===== config.mk =====
export PLATFORM = sky130hd
export DESIGN_NAME = pu_stream_responder_flat
export DESIGN_NICKNAME = d
export VERILOG_FILES = /design/src/rtl/pu_stream_responder_if.sv /design/src/rtl/pu_stream_responder.sv /design/src/flat_wrapper.sv
export SDC_FILE = /design/constraint.sdc
export NUM_CORES = 1
export LEC_CHECK = 0
export BUFFER_PORTS_ARGS = -buffer_cell sky130_fd_sc_hd__clkbuf_2
export CORE_MARGIN = 2
export CORE_UTILIZATION = 30
export CTS_CLUSTER_DIAMETER = 50
export DETAILED_ROUTE_END_ITERATION = 8
export GPL_TIMING_DRIVEN = 0
export SYNTH_ARGS = -nofsm -noshare
export SYNTH_HDL_FRONTEND = slang
export SYNTH_SLANG_ARGS = --single-unit

===== constraint.sdc =====
create_clock -name clk -period 14.5 [get_ports clk]
set_clock_uncertainty 0.1 [all_clocks]
set_input_delay 2.175 -clock clk [delete_from_list [all_inputs] [get_ports clk]]
set_output_delay 2.175 -clock clk [all_outputs]
set_load 0.03 [all_outputs]

===== src/rtl/pu_stream_responder_if.sv =====
// Handshake bundle between a PU-side driver and the memory-side stream responder:
// read-stream source, write-capture sink and the capture FIFO drain port.
interface pu_stream_responder_if #(
  parameter int OP_WIDTH       = 16,
  parameter int NUM_PE         = 4,
  parameter int D_TYPE_W       = 2,
  parameter int RD_LOOP_W      = 10,
  parameter int NUM_WORDS_W    = 16,
  parameter int WR_FIFO_ADDR_W = 4
);
  localparam int DATA_W = OP_WIDTH * NUM_PE;

  logic                      start;
  logic [NUM_WORDS_W-1:0]    cfg_num_words;
  logic [RD_LOOP_W-1:0]      cfg_num_loops;
  logic [D_TYPE_W-1:0]       cfg_d_type;
  logic [OP_WIDTH-1:0]       cfg_seed;
  logic                      busy;
  logic                      done;
  logic [DATA_W-1:0]         read_data;
  logic [RD_LOOP_W-1:0]      read_id;
  logic [D_TYPE_W-1:0]       read_d_type;
  logic                      read_ready;
  logic                      read_req;
  logic                      write_req;
  logic [DATA_W-1:0]         write_data;
  logic                      write_ready;
  logic                      drain_req;
  logic [DATA_W-1:0]         drain_data;
  logic                      drain_valid;
  logic [WR_FIFO_ADDR_W:0]   wr_count;
  logic                      overflow;

  modport master (
    output start, cfg_num_words, cfg_num_loops, cfg_d_type, cfg_seed,
    output read_req, write_req, write_data, drain_req,
    input  busy, done, read_data, read_id, read_d_type, read_ready,
    input  write_ready, drain_data, drain_valid, wr_count, overflow
  );

  modport slave (
    input  start, cfg_num_words, cfg_num_loops, cfg_d_type, cfg_seed,
    input  read_req, write_req, write_data, drain_req,
    output busy, done, read_data, read_id, read_d_type, read_ready,
    output write_ready, drain_data, drain_valid, wr_count, overflow
  );
endinterface


===== src/rtl/pu_stream_responder.sv =====
// Memory-side model of a PU's data ports: streams tagged, seeded words on the read
// side and captures pushed words into a drainable FIFO on the write side.
module pu_stream_responder #(
  parameter int OP_WIDTH       = 16,
  parameter int NUM_PE         = 4,
  parameter int D_TYPE_W       = 2,
  parameter int RD_LOOP_W      = 10,
  parameter int NUM_WORDS_W    = 16,
  parameter int WR_FIFO_ADDR_W = 4
) (
  input  logic                    clk,
  input  logic                    reset,
  pu_stream_responder_if.slave    bus
);
  localparam int DATA_W = OP_WIDTH * NUM_PE;
  localparam int DEPTH  = 1 << WR_FIFO_ADDR_W;

  typedef enum logic [1:0] {
    ST_IDLE   = 2'd0,
    ST_STREAM = 2'd1,
    ST_DONE   = 2'd2
  } state_t;

  state_t                    r_state;
  state_t                    w_state_nxt;
  logic                      w_start_acc;
  logic [NUM_WORDS_W-1:0]    r_word;
  logic [RD_LOOP_W-1:0]      r_loop;
  logic [NUM_WORDS_W-1:0]    r_num_words;
  logic [RD_LOOP_W-1:0]      r_num_loops;
  logic [D_TYPE_W-1:0]       r_d_type;
  logic [OP_WIDTH-1:0]       r_seed;
  logic                      w_pop;
  logic                      w_last_word;
  logic                      w_last_loop;
  logic [OP_WIDTH-1:0]       w_word_base;
  logic [DATA_W-1:0]         w_lanes;

  logic [DATA_W-1:0]         r_mem [DEPTH];
  logic [WR_FIFO_ADDR_W-1:0] r_wr_ptr;
  logic [WR_FIFO_ADDR_W-1:0] r_rd_ptr;
  logic [WR_FIFO_ADDR_W:0]   r_count;
  logic                      r_overflow;
  logic                      w_full;
  logic                      w_empty;
  logic                      w_push;
  logic                      w_drain;

  assign w_pop       = (r_state == ST_STREAM) && bus.read_req;
  assign w_last_word = (r_word == r_num_words - NUM_WORDS_W'(1));
  assign w_last_loop = (r_loop == r_num_loops - RD_LOOP_W'(1));

  // Next-state logic; a zero-length stream goes straight to DONE.
  always_comb begin
    w_state_nxt = r_state;
    w_start_acc = 1'b0;
    case (r_state)
      ST_IDLE: begin
        if (bus.start) begin
          w_start_acc = 1'b1;
          if ((bus.cfg_num_words == '0) || (bus.cfg_num_loops == '0)) begin
            w_state_nxt = ST_DONE;
          end else begin
            w_state_nxt = ST_STREAM;
          end
        end else begin
          w_state_nxt = ST_IDLE;
        end
      end
      ST_STREAM: begin
        if (w_pop && w_last_word && w_last_loop) begin
          w_state_nxt = ST_DONE;
        end else begin
          w_state_nxt = ST_STREAM;
        end
      end
      ST_DONE: w_state_nxt = ST_IDLE;
      default: w_state_nxt = ST_IDLE;
    endcase
  end

  always_ff @(posedge clk or negedge reset) begin
    if (!reset) begin
      r_state <= ST_IDLE;
    end else begin
      r_state <= w_state_nxt;
    end
  end

  // Configuration latch and word/loop counters; loop keeps its last value after the stream.
  always_ff @(posedge clk or negedge reset) begin
    if (!reset) begin
      r_word      <= '0;
      r_loop      <= '0;
      r_num_words <= '0;
      r_num_loops <= '0;
      r_d_type    <= '0;
      r_seed      <= '0;
    end else if (w_start_acc) begin
      r_word      <= '0;
      r_loop      <= '0;
      r_num_words <= bus.cfg_num_words;
      r_num_loops <= bus.cfg_num_loops;
      r_d_type    <= bus.cfg_d_type;
      r_seed      <= bus.cfg_seed;
    end else if (w_pop) begin
      if (w_last_word) begin
        r_word <= '0;
        if (!w_last_loop) begin
          r_loop <= r_loop + RD_LOOP_W'(1);
        end
      end else begin
        r_word <= r_word + NUM_WORDS_W'(1);
      end
    end
  end

  assign w_word_base = OP_WIDTH'(r_word) * OP_WIDTH'(NUM_PE);

  always_comb begin
    w_lanes = '0;
    for (int k = 0; k < NUM_PE; k++) begin
      w_lanes[k*OP_WIDTH +: OP_WIDTH] = r_seed + w_word_base + OP_WIDTH'(k);
    end
  end

  assign bus.busy        = (r_state == ST_STREAM);
  assign bus.read_ready  = (r_state == ST_STREAM);
  assign bus.done        = (r_state == ST_DONE);
  assign bus.read_data   = (r_state == ST_STREAM) ? w_lanes : '0;
  assign bus.read_id     = r_loop;
  assign bus.read_d_type = r_d_type;

  // Capture FIFO: pops use the pre-cycle occupancy, so push+pop on empty only pushes.
  assign w_full  = (r_count == (WR_FIFO_ADDR_W+1)'(DEPTH));
  assign w_empty = (r_count == '0);
  assign w_push  = bus.write_req && !w_full;
  assign w_drain = bus.drain_req && !w_empty;

  always_ff @(posedge clk) begin
    if (w_push) begin
      r_mem[r_wr_ptr] <= bus.write_data;
    end
  end

  always_ff @(posedge clk or negedge reset) begin
    if (!reset) begin
      r_wr_ptr   <= '0;
      r_rd_ptr   <= '0;
      r_count    <= '0;
      r_overflow <= 1'b0;
    end else begin
      if (w_push) begin
        r_wr_ptr <= r_wr_ptr + WR_FIFO_ADDR_W'(1);
      end
      if (w_drain) begin
        r_rd_ptr <= r_rd_ptr + WR_FIFO_ADDR_W'(1);
      end
      case ({w_push, w_drain})
        2'b10:   r_count <= r_count + (WR_FIFO_ADDR_W+1)'(1);
        2'b01:   r_count <= r_count - (WR_FIFO_ADDR_W+1)'(1);
        default: r_count <= r_count;
      endcase
      r_overflow <= (r_overflow && !w_start_acc) || (bus.write_req && w_full);
    end
  end

  assign bus.write_ready = !w_full;
  assign bus.drain_valid = !w_empty;
  assign bus.drain_data  = w_empty ? '0 : r_mem[r_rd_ptr];
  assign bus.wr_count    = r_count;
  assign bus.overflow    = r_overflow;
endmodule

===== src/flat_wrapper.sv =====
// flat-port wrapper written by rule: the top's interface ports become plain ports
module pu_stream_responder_flat 
#(
  parameter int OP_WIDTH       = 16,
  parameter int NUM_PE         = 4,
  parameter int D_TYPE_W       = 2,
  parameter int RD_LOOP_W      = 10,
  parameter int NUM_WORDS_W    = 16,
  parameter int WR_FIFO_ADDR_W = 4
)
  (clk, reset, bus_start, bus_cfg_num_words, bus_cfg_num_loops, bus_cfg_d_type, bus_cfg_seed, bus_read_req, bus_write_req, bus_write_data, bus_drain_req, bus_busy, bus_done, bus_read_data, bus_read_id, bus_read_d_type, bus_read_ready, bus_write_ready, bus_drain_data, bus_drain_valid, bus_wr_count, bus_overflow);
  pu_stream_responder_if #(.OP_WIDTH(OP_WIDTH), .NUM_PE(NUM_PE), .D_TYPE_W(D_TYPE_W), .RD_LOOP_W(RD_LOOP_W), .NUM_WORDS_W(NUM_WORDS_W), .WR_FIFO_ADDR_W(WR_FIFO_ADDR_W)) bus_i ();
  input  logic clk;
  input  logic reset;
  input wire logic [$bits(bus_i.start)-1:0] bus_start;
  input wire logic [$bits(bus_i.cfg_num_words)-1:0] bus_cfg_num_words;
  input wire logic [$bits(bus_i.cfg_num_loops)-1:0] bus_cfg_num_loops;
  input wire logic [$bits(bus_i.cfg_d_type)-1:0] bus_cfg_d_type;
  input wire logic [$bits(bus_i.cfg_seed)-1:0] bus_cfg_seed;
  input wire logic [$bits(bus_i.read_req)-1:0] bus_read_req;
  input wire logic [$bits(bus_i.write_req)-1:0] bus_write_req;
  input wire logic [$bits(bus_i.write_data)-1:0] bus_write_data;
  input wire logic [$bits(bus_i.drain_req)-1:0] bus_drain_req;
  output wire logic [$bits(bus_i.busy)-1:0] bus_busy;
  output wire logic [$bits(bus_i.done)-1:0] bus_done;
  output wire logic [$bits(bus_i.read_data)-1:0] bus_read_data;
  output wire logic [$bits(bus_i.read_id)-1:0] bus_read_id;
  output wire logic [$bits(bus_i.read_d_type)-1:0] bus_read_d_type;
  output wire logic [$bits(bus_i.read_ready)-1:0] bus_read_ready;
  output wire logic [$bits(bus_i.write_ready)-1:0] bus_write_ready;
  output wire logic [$bits(bus_i.drain_data)-1:0] bus_drain_data;
  output wire logic [$bits(bus_i.drain_valid)-1:0] bus_drain_valid;
  output wire logic [$bits(bus_i.wr_count)-1:0] bus_wr_count;
  output wire logic [$bits(bus_i.overflow)-1:0] bus_overflow;
  assign bus_i.start = bus_start;
  assign bus_i.cfg_num_words = bus_cfg_num_words;
  assign bus_i.cfg_num_loops = bus_cfg_num_loops;
  assign bus_i.cfg_d_type = bus_cfg_d_type;
  assign bus_i.cfg_seed = bus_cfg_seed;
  assign bus_i.read_req = bus_read_req;
  assign bus_i.write_req = bus_write_req;
  assign bus_i.write_data = bus_write_data;
  assign bus_i.drain_req = bus_drain_req;
  assign bus_busy = bus_i.busy;
  assign bus_done = bus_i.done;
  assign bus_read_data = bus_i.read_data;
  assign bus_read_id = bus_i.read_id;
  assign bus_read_d_type = bus_i.read_d_type;
  assign bus_read_ready = bus_i.read_ready;
  assign bus_write_ready = bus_i.write_ready;
  assign bus_drain_data = bus_i.drain_data;
  assign bus_drain_valid = bus_i.drain_valid;
  assign bus_wr_count = bus_i.wr_count;
  assign bus_overflow = bus_i.overflow;
  pu_stream_responder #(.OP_WIDTH(OP_WIDTH), .NUM_PE(NUM_PE), .D_TYPE_W(D_TYPE_W), .RD_LOOP_W(RD_LOOP_W), .NUM_WORDS_W(NUM_WORDS_W), .WR_FIFO_ADDR_W(WR_FIFO_ADDR_W)) u_core (.clk(clk), .reset(reset), .bus(bus_i));
endmodule

==> results of run 1 <==
flip-flops by register name, indices dropped and copies added, names as in the netlist:
signal                  count
u_core.r_word              16
u_core.bus.wr_count         5
u_core.bus.read_id         10
u_core.r_mem             1024
u_core.r_wr_ptr             4
u_core.r_num_words         16
u_core.bus.overflow         1
u_core.r_num_loops         10
u_core.r_rd_ptr             4
u_core.bus.read_d_type      2
u_core.r_seed              16
u_core.r_state              2
critical path, stage by stage (launching register included):
cell      delay, ps
dfrtp_1         350
clkbuf_1        330
clkbuf_1        690
buf_1           890
mux4_2          610
mux4_2          460
and2_1          300
clkbuf_2        250
cell usage after synthesis, types with 19 or more instances:
| cell | instances | share of area [%] |
|---|---|---|
| and2_1 | 77 | 1.1 |
| clkbuf_1 | 86 | 0.72 |
| o21ai_0 | 29 | 0.32 |
| buf_1 | 26 | 0.22 |
| dfrtp_1 | 86 | 4.8 |
| ha_1 | 30 | 0.83 |
| xor2_1 | 43 | 0.83 |
| nor2_1 | 95 | 0.79 |
| mux4_2 | 320 | 16 |
| xnor2_1 | 38 | 0.74 |
| nor3_1 | 19 | 0.21 |
| nand2_1 | 183 | 1.5 |
| nand3_1 | 20 | 0.22 |
| inv_1 | 28 | 0.23 |
| edfxtp_1 | 1024 | 68 |
report_power, final:
part,total [mW],switching (mW),internal (mW)
clock network,3.01,1.28,1.72
registers,3.90,0.0813,3.82
logic,3.66,2.19,1.46
through the flow:
step	hold slack (ps)	setup TNS, ps	worst slack [ps]
2_1_floorplan	352	0	6770
3_3_place_gp	366	-67470	-382
3_5_place_dp	373	0	8270
4_1_cts	387	0	7440
5_1_grt	415	0	7290
6_report	383	0	7580
layer usage:
layer	part of all wire, %	track usage (%)	wire length, um
met1	42	20.1	49400
met2	49	25.6	57800
met3	7.1	3.33	8380
met4	2.5	4.11	2960
met5	0.11	0	126
kinds of logic after synthesis:
| family | count (synthesis) | share of synthesized area [%] |
|---|---|---|
| and+or+nand+nor | 490 | 5.28 |
| muxes | 333 | 16.3 |
| AOI/OAI and AO/OA | 125 | 1.80 |
| DFF | 1110 | 72.9 |
| adders and majority gates | 32 | 0.920 |
| xor gates and xnor gates | 81 | 1.57 |
| buffers and inverters | 146 | 1.26 |
worst paths after layout:
kind / endpoint / slack [ps]
max in group asynchronous: u_core.bus.wr_count[0]$_DFFE_PN0P_ / 12170
hold reg to reg: u_core.bus.read_d_type[0]$_DFFE_PN0P_ / 380
setup / recovery: bus_drain_data[17] / 7580
min in group asynchronous: u_core.r_wr_ptr[0]$_DFFE_PN0P_ / 1400
hold / removal: u_core.bus.read_d_type[0]$_DFFE_PN0P_ / 380
setup reg to reg: u_core.r_word[15]$_DFFE_PN0P_ / 10630
cell type report:
type | count | area [um^2] | share of cell area (%)
clock inverter | 63 | 717 | 1.32
sequential | 1110 | 32900 | 60.6
clock buffer | 153 | 3160 | 5.81
multi-input combinational | 1061 | 11800 | 21.7
antenna | 4 | 10.0 | 0.0184
timing repair buffer | 343 | 2650 | 4.89
tap | 2016 | 2520 | 4.65
buffer | 118 | 464 | 0.855
inverter | 28 | 105 | 0.194
==> impl_metrics.env, run 1 <==
export IMPL_final_cell_mix="edfxtp_1 (1024), mux4_2 (320), clkbuf_2 (263)"
export IMPL_grt_max_degree=51
export IMPL_syn_area_um2=45100
export IMPL_power_mw=10.6
export IMPL_drive_above_1_share_pct=29.8
export IMPL_ant_nets=0
export IMPL_crit_start="u_core.r_rd_ptr[0]$_DFFE_PN0P_"
export IMPL_synth_nets=2463
export IMPL_dp_cells=4675
export IMPL_p_leak_nw=18.4
export IMPL_synth_seq_cells=1110
export IMPL_cp_max_fo=10
export IMPL_clk_path_buf_depth=3
export IMPL_die_area_um2=154000
export IMPL_synthCells=2317
export IMPL_async_flop_share_pct=7.75
export IMPL_fp_dieH_um=392
export IMPL_seq_area_frac_synth_pct=72.9
export IMPL_synth_distinct_cells=66
export IMPL_place_area_um2=50400
export IMPL_path_class="reg2out"
export IMPL_vias_per_cell=4.91
export IMPL_maxCapViolCount=0
export IMPL_htreeDepth=3
export IMPL_drtIter0Drc=2189
export IMPL_postCtsHoldBufs=0
export IMPL_antenna_found_initial=19
export IMPL_cp_start_kind="register"
export IMPL_nets=2927
export IMPL_post_route_util_pct=36.3
export IMPL_design_area_um2=54300
export IMPL_groute_usage_overall_pct=15.3
export IMPL_dp_hpwl_um=79800
export IMPL_drt_first_pass_iters=6
export IMPL_syn2layout_area_growth_pct=20.3
export IMPL_critPathArrivalTime_ps=4640
export IMPL_yosys_warnings=0
export IMPL_cts_tree="done"
export IMPL_peakVddDrop_mv=0.149
export IMPL_power_density_nw_per_um2=195
export IMPL_hold_path_class="reg2reg"
export IMPL_cts_resized_gates=0
export IMPL_cts_setup_buffers=0
export IMPL_rows=142
export IMPL_nFillCells=13900
export IMPL_holdPathStages=2
export IMPL_drt_total_wl_um=119000
export IMPL_grt_pass1_wl_um=170000
export IMPL_post_drt_wl_per_cell_um=24.2
export IMPL_yosys_most_used_dff="edfxtp_1"
export IMPL_min_from="u_core.bus.read_d_type[0]$_DFFE_PN0P_"
export IMPL_clk_pin_slew_worst_paths_ps=60
export IMPL_final_common_cell="edfxtp_1"
export IMPL_io_buffers=264
export IMPL_cts_buffers=119
export IMPL_initial_core_util_pct=30.2
export IMPL_status="finished, final reports clean"
export IMPL_relSlewSlack_pct=13.3
export IMPL_drc=0
export IMPL_avgSynthCellArea_um2=19.5
export IMPL_fin_cells=4896
export IMPL_end_kind="output pin"
export IMPL_worstMarginPinSlew_ps=1300
export IMPL_grt_pass1_vias=24200
export IMPL_ioPinCount=265
export IMPL_core_area_um2=150000
export IMPL_vias=24000
export IMPL_rsz0062_at_grt="no"
export IMPL_synth_edff_count=1024
export IMPL_r2r_start="u_core.r_num_words[0]$_DFFE_PN0P_"
export IMPL_reg2reg_depth=12
export IMPL_timing_fmax_mhz=145
export IMPL_cts_root_buf="clkbuf_16"
export IMPL_finalHoldViolations=0
export IMPL_slew_violations=0
export IMPL_tritoncts_num_sinks=1110
export IMPL_min_period_ps=6920
export IMPL_fp_dieW_um=392
export IMPL_min_period_over_period_pct=47.7
export IMPL_finalSetupViolCount=0
export IMPL_place_gp_congestion=0.843
export IMPL_grt_ovfl_total=0
export IMPL_crit_required_ps=12230
export IMPL_clock_latency_ps=750
Note: power is estimated with default switching activity, not from simulation.
==> run 2, diff against run 1 <==
--- a/config.mk
+++ b/config.mk
@@ -5,6 +5,7 @@
 export SDC_FILE = /design/constraint.sdc
 export NUM_CORES = 1
 export LEC_CHECK = 0
+export ABC_AREA = 1
 export BUFFER_PORTS_ARGS = -buffer_cell sky130_fd_sc_hd__clkbuf_2
 export CORE_MARGIN = 2
 export CORE_UTILIZATION = 30
==> constraint.sdc (replaced) <==
create_clock -name clk -period 6.54 [get_ports clk]
set_clock_uncertainty 0.1 [all_clocks]
set_input_delay 0.981 -clock clk [delete_from_list [all_inputs] [get_ports clk]]
set_output_delay 0.981 -clock clk [all_outputs]
set_load 0.03 [all_outputs]
==> run 2 against run 1 <==
- setup slack got worse by 7000 ps
- clock power rose by 130%
- critical endpoint is now bus_drain_data[13]
- sequential share of layout area fell by 1.4 points
- die area rose by 3.0%
- design area rose by 2.3%
- non-clock buffer count rose by 96
- utilization fell by 0.22 points
- via count rose by 42%
- total power rose to 2.6 times the previous value
==> impl_metrics.env, run 2 <==
export IMPL_status="finished, final reports clean"
export IMPL_grt_pass1_wl_um=226000
export IMPL_drive_above_1_share_pct=13.5
export IMPL_core_area_um2=154000
export IMPL_drt_first_pass_iters=6
export IMPL_synth_distinct_cells=47
export IMPL_drt_total_wl_um=159000
export IMPL_finalHoldViolations=0
export IMPL_seq_power_share_pct=31.8
export IMPL_cp_max_fo=10
export IMPL_slowest_stage="clkbuf_1"
export IMPL_post_drt_wl_per_cell_um=24.8
export IMPL_synth_nets=3980
export IMPL_internal_power_mw=15.5
export IMPL_crit_chain="buf_2 -> buf_2 -> buf_2 -> clkbuf_1 -> nor2_1 -> o221ai_1 -> o211ai_1 -> a21oi_1 -> clkbuf_2"
export IMPL_synth_most_common_cell="edfxtp_1"
export IMPL_drtIter0Drc=4280
export IMPL_timing_fmax_mhz=168
export IMPL_postCtsHoldBufs=0
export IMPL_cp_start_kind="register"
export IMPL_grt_max_degree=56
export IMPL_hold_path_class="in2async"
export IMPL_clk_pin_slew_worst_paths_ps=60
export IMPL_cts_buffers=117
export IMPL_synth_top_area_share_pct=66.1
export IMPL_cts_root_buf="clkbuf_16"
export IMPL_cp_num_buf_inv=5
export IMPL_cts_tree="done"
export IMPL_min_period_over_period_pct=90.8
export IMPL_synth_top_area_cell="edfxtp_1"
export IMPL_holdWs_ps=148
export IMPL_rr_endpoint="u_core.bus.wr_count[4]$_DFFE_PN0P_"
export IMPL_cts_resized_gates=0
export IMPL_yosys_warnings=0
export IMPL_yosys_most_used_dff="edfxtp_1"
export IMPL_async_flop_share_pct=7.75
export IMPL_regMostFlops="u_core.r_mem"
export IMPL_ioPinCount=265
export IMPL_end_kind="output pin"
export IMPL_switchingPower_mw=12.5
export IMPL_initial_core_util_pct=30.2
export IMPL_synthTopCellsByArea="edfxtp_1 (66%), o21ai_0 (6.3%), nor2_1 (5.4%)"
export IMPL_groute_usage_overall_pct=19.5
export IMPL_p_leak_nw=19.0
export IMPL_seq_area_frac_synth_pct=70.7
export IMPL_grt_pass1_vias=32300
export IMPL_largest_reg_flops=1024
export IMPL_fp_dieH_um=398
export IMPL_critPathMaxStageDelay_ps=820
export IMPL_vias_per_cell=5.33
export IMPL_vias=34200
export IMPL_path_delay_family="buffers and inverters"
export IMPL_antenna_found_initial=20
export IMPL_ant_nets=0
export IMPL_dp_hpwl_um=107000
export IMPL_syn_area_um2=46500
export IMPL_clock_latency_ps=720
export IMPL_fp_dieW_um=398
export IMPL_worstMarginPinSlew_ps=1430
export IMPL_htreeDepth=3
export IMPL_power_density_nw_per_um2=503
export IMPL_crit_top_cell="buf_2"
export IMPL_die_area_um2=158000
export IMPL_syn2layout_area_growth_pct=19.5
export IMPL_cts_setup_buffers=0
export IMPL_io_buffers=264
export IMPL_slew_violations=0
export IMPL_p_comb_share_pct=43.3
export IMPL_power_mw=28.0
export IMPL_clk_path_buf_depth=3
export IMPL_relSlewSlack_pct=4.47
export IMPL_reg2reg_depth=12
export IMPL_path_class="reg2out"
export IMPL_critPathArrivalTime_ps=4860
export IMPL_finalSetupViolCount=0
export IMPL_peakVddDrop_mv=0.436
export IMPL_avgSynthCellArea_um2=12.1
export IMPL_min_period_ps=5940
export IMPL_grt_ovfl_total=0
export IMPL_crit_required_ps=5460
export IMPL_synthCells=3834
export IMPL_pwr_share_clk_pct=24.8
export IMPL_switching_share_pct=44.6
export IMPL_synth_edff_count=1024
export IMPL_final_common_cell="edfxtp_1"
export IMPL_r2r_start="u_core.bus.wr_count[0]$_DFFE_PN0P_"
export IMPL_rsz0062_at_grt="no"
export IMPL_place_gp_congestion=0.888
export IMPL_tritoncts_num_sinks=1110
export IMPL_reg2reg_slack_ps=2730
export IMPL_maxCapViolCount=0
export IMPL_synth_seq_cells=1110
export IMPL_nets=4412
export IMPL_final_cell_mix="edfxtp_1 (1024), nor2_1 (650), o21ai_0 (584)"
export IMPL_synth_top_cells_by_count="edfxtp_1 (1024), nor2_1 (666), o21ai_0 (584), nand2_1 (331), o221ai_1 (193)"
export IMPL_drc=0
export IMPL_rows=144
run 2: metrics by stage:
step | instances | setup slack [ps] | cell area [um^2] | TNS (ps) | util, %
floorplan | 3834 | 1870 | 46500 | 0 | -
global placement | 6142 | -2210 | 50400 | -1906040 | 32.7
detailed placement | 6191 | 1550 | 51500 | 0 | 33.5
CTS | 6408 | 773 | 55600 | 0 | 36.1
global route | 6409 | 504 | 55600 | 0 | 36.1
finish | 6411 | 603 | 55600 | 0 | 36.1
run 2: per-layer routing:
layer	vias to the layer above	track usage [%]	share of wire, %
met3	289	4.88	11
met2	1938	31.7	47
li1	15000	-	-
met1	16900	25.7	40
met4	18	5.59	2.8
met5	-	0	0.079
run 2: area by class of cell:
type | instances | area, um^2
fill | 14900 | 98500
sequential | 1110 | 32900
multi-input combinational | 2326 | 12200
clock buffer | 137 | 3020
tap | 2044 | 2560
timing repair buffer | 313 | 2350
clock inverter | 80 | 1010
buffer | 244 | 992
inverter | 154 | 578
antenna | 3 | 7.51
run 2: worst max path at each step:
stage | start | end | depth (start not counted)
after detailed placement | u_core.r_rd_ptr[0]$_DFFE_PN0P_ | bus_drain_data[14] | 10
after CTS | u_core.r_rd_ptr[0]$_DFFE_PN0P_ | bus_drain_data[14] | 10
after global routing | u_core.r_rd_ptr[0]$_DFFE_PN0P_ | bus_drain_data[13] | 10
final | u_core.r_rd_ptr[0]$_DFFE_PN0P_ | bus_drain_data[13] | 9
after floorplan | u_core.bus.wr_count[0]$_DFFE_PN0P_ | u_core.r_mem[11][0]$_DFFE_PP_ | 6
after global placement | bus_write_req | u_core.r_mem[0][32]$_DFFE_PP_ | 5
run 2: kinds of logic after synthesis:
kind of cell               count (synthesis)  share of synthesized area (%)
buffers and inverters                    398                           3.38
adders and majority gates                 32                          0.893
AOI/OAI and AO/OA                       1024                           13.2
xor gates and xnor gates                  46                          0.882
DFF                                     1110                           70.7
and+or+nand+nor                         1224                           10.9
run 2: power by group through the flow:
stage               Sequential, mW  Combinational (mW)  Clock (mW)
floorplan                     9.05                6.84           0
global placement              9.19                11.6           0
detailed placement            9.04                12.0           0
CTS                           8.90                12.0        7.00
global route                  8.96                12.9        7.28
finish                        8.91                12.1        6.95
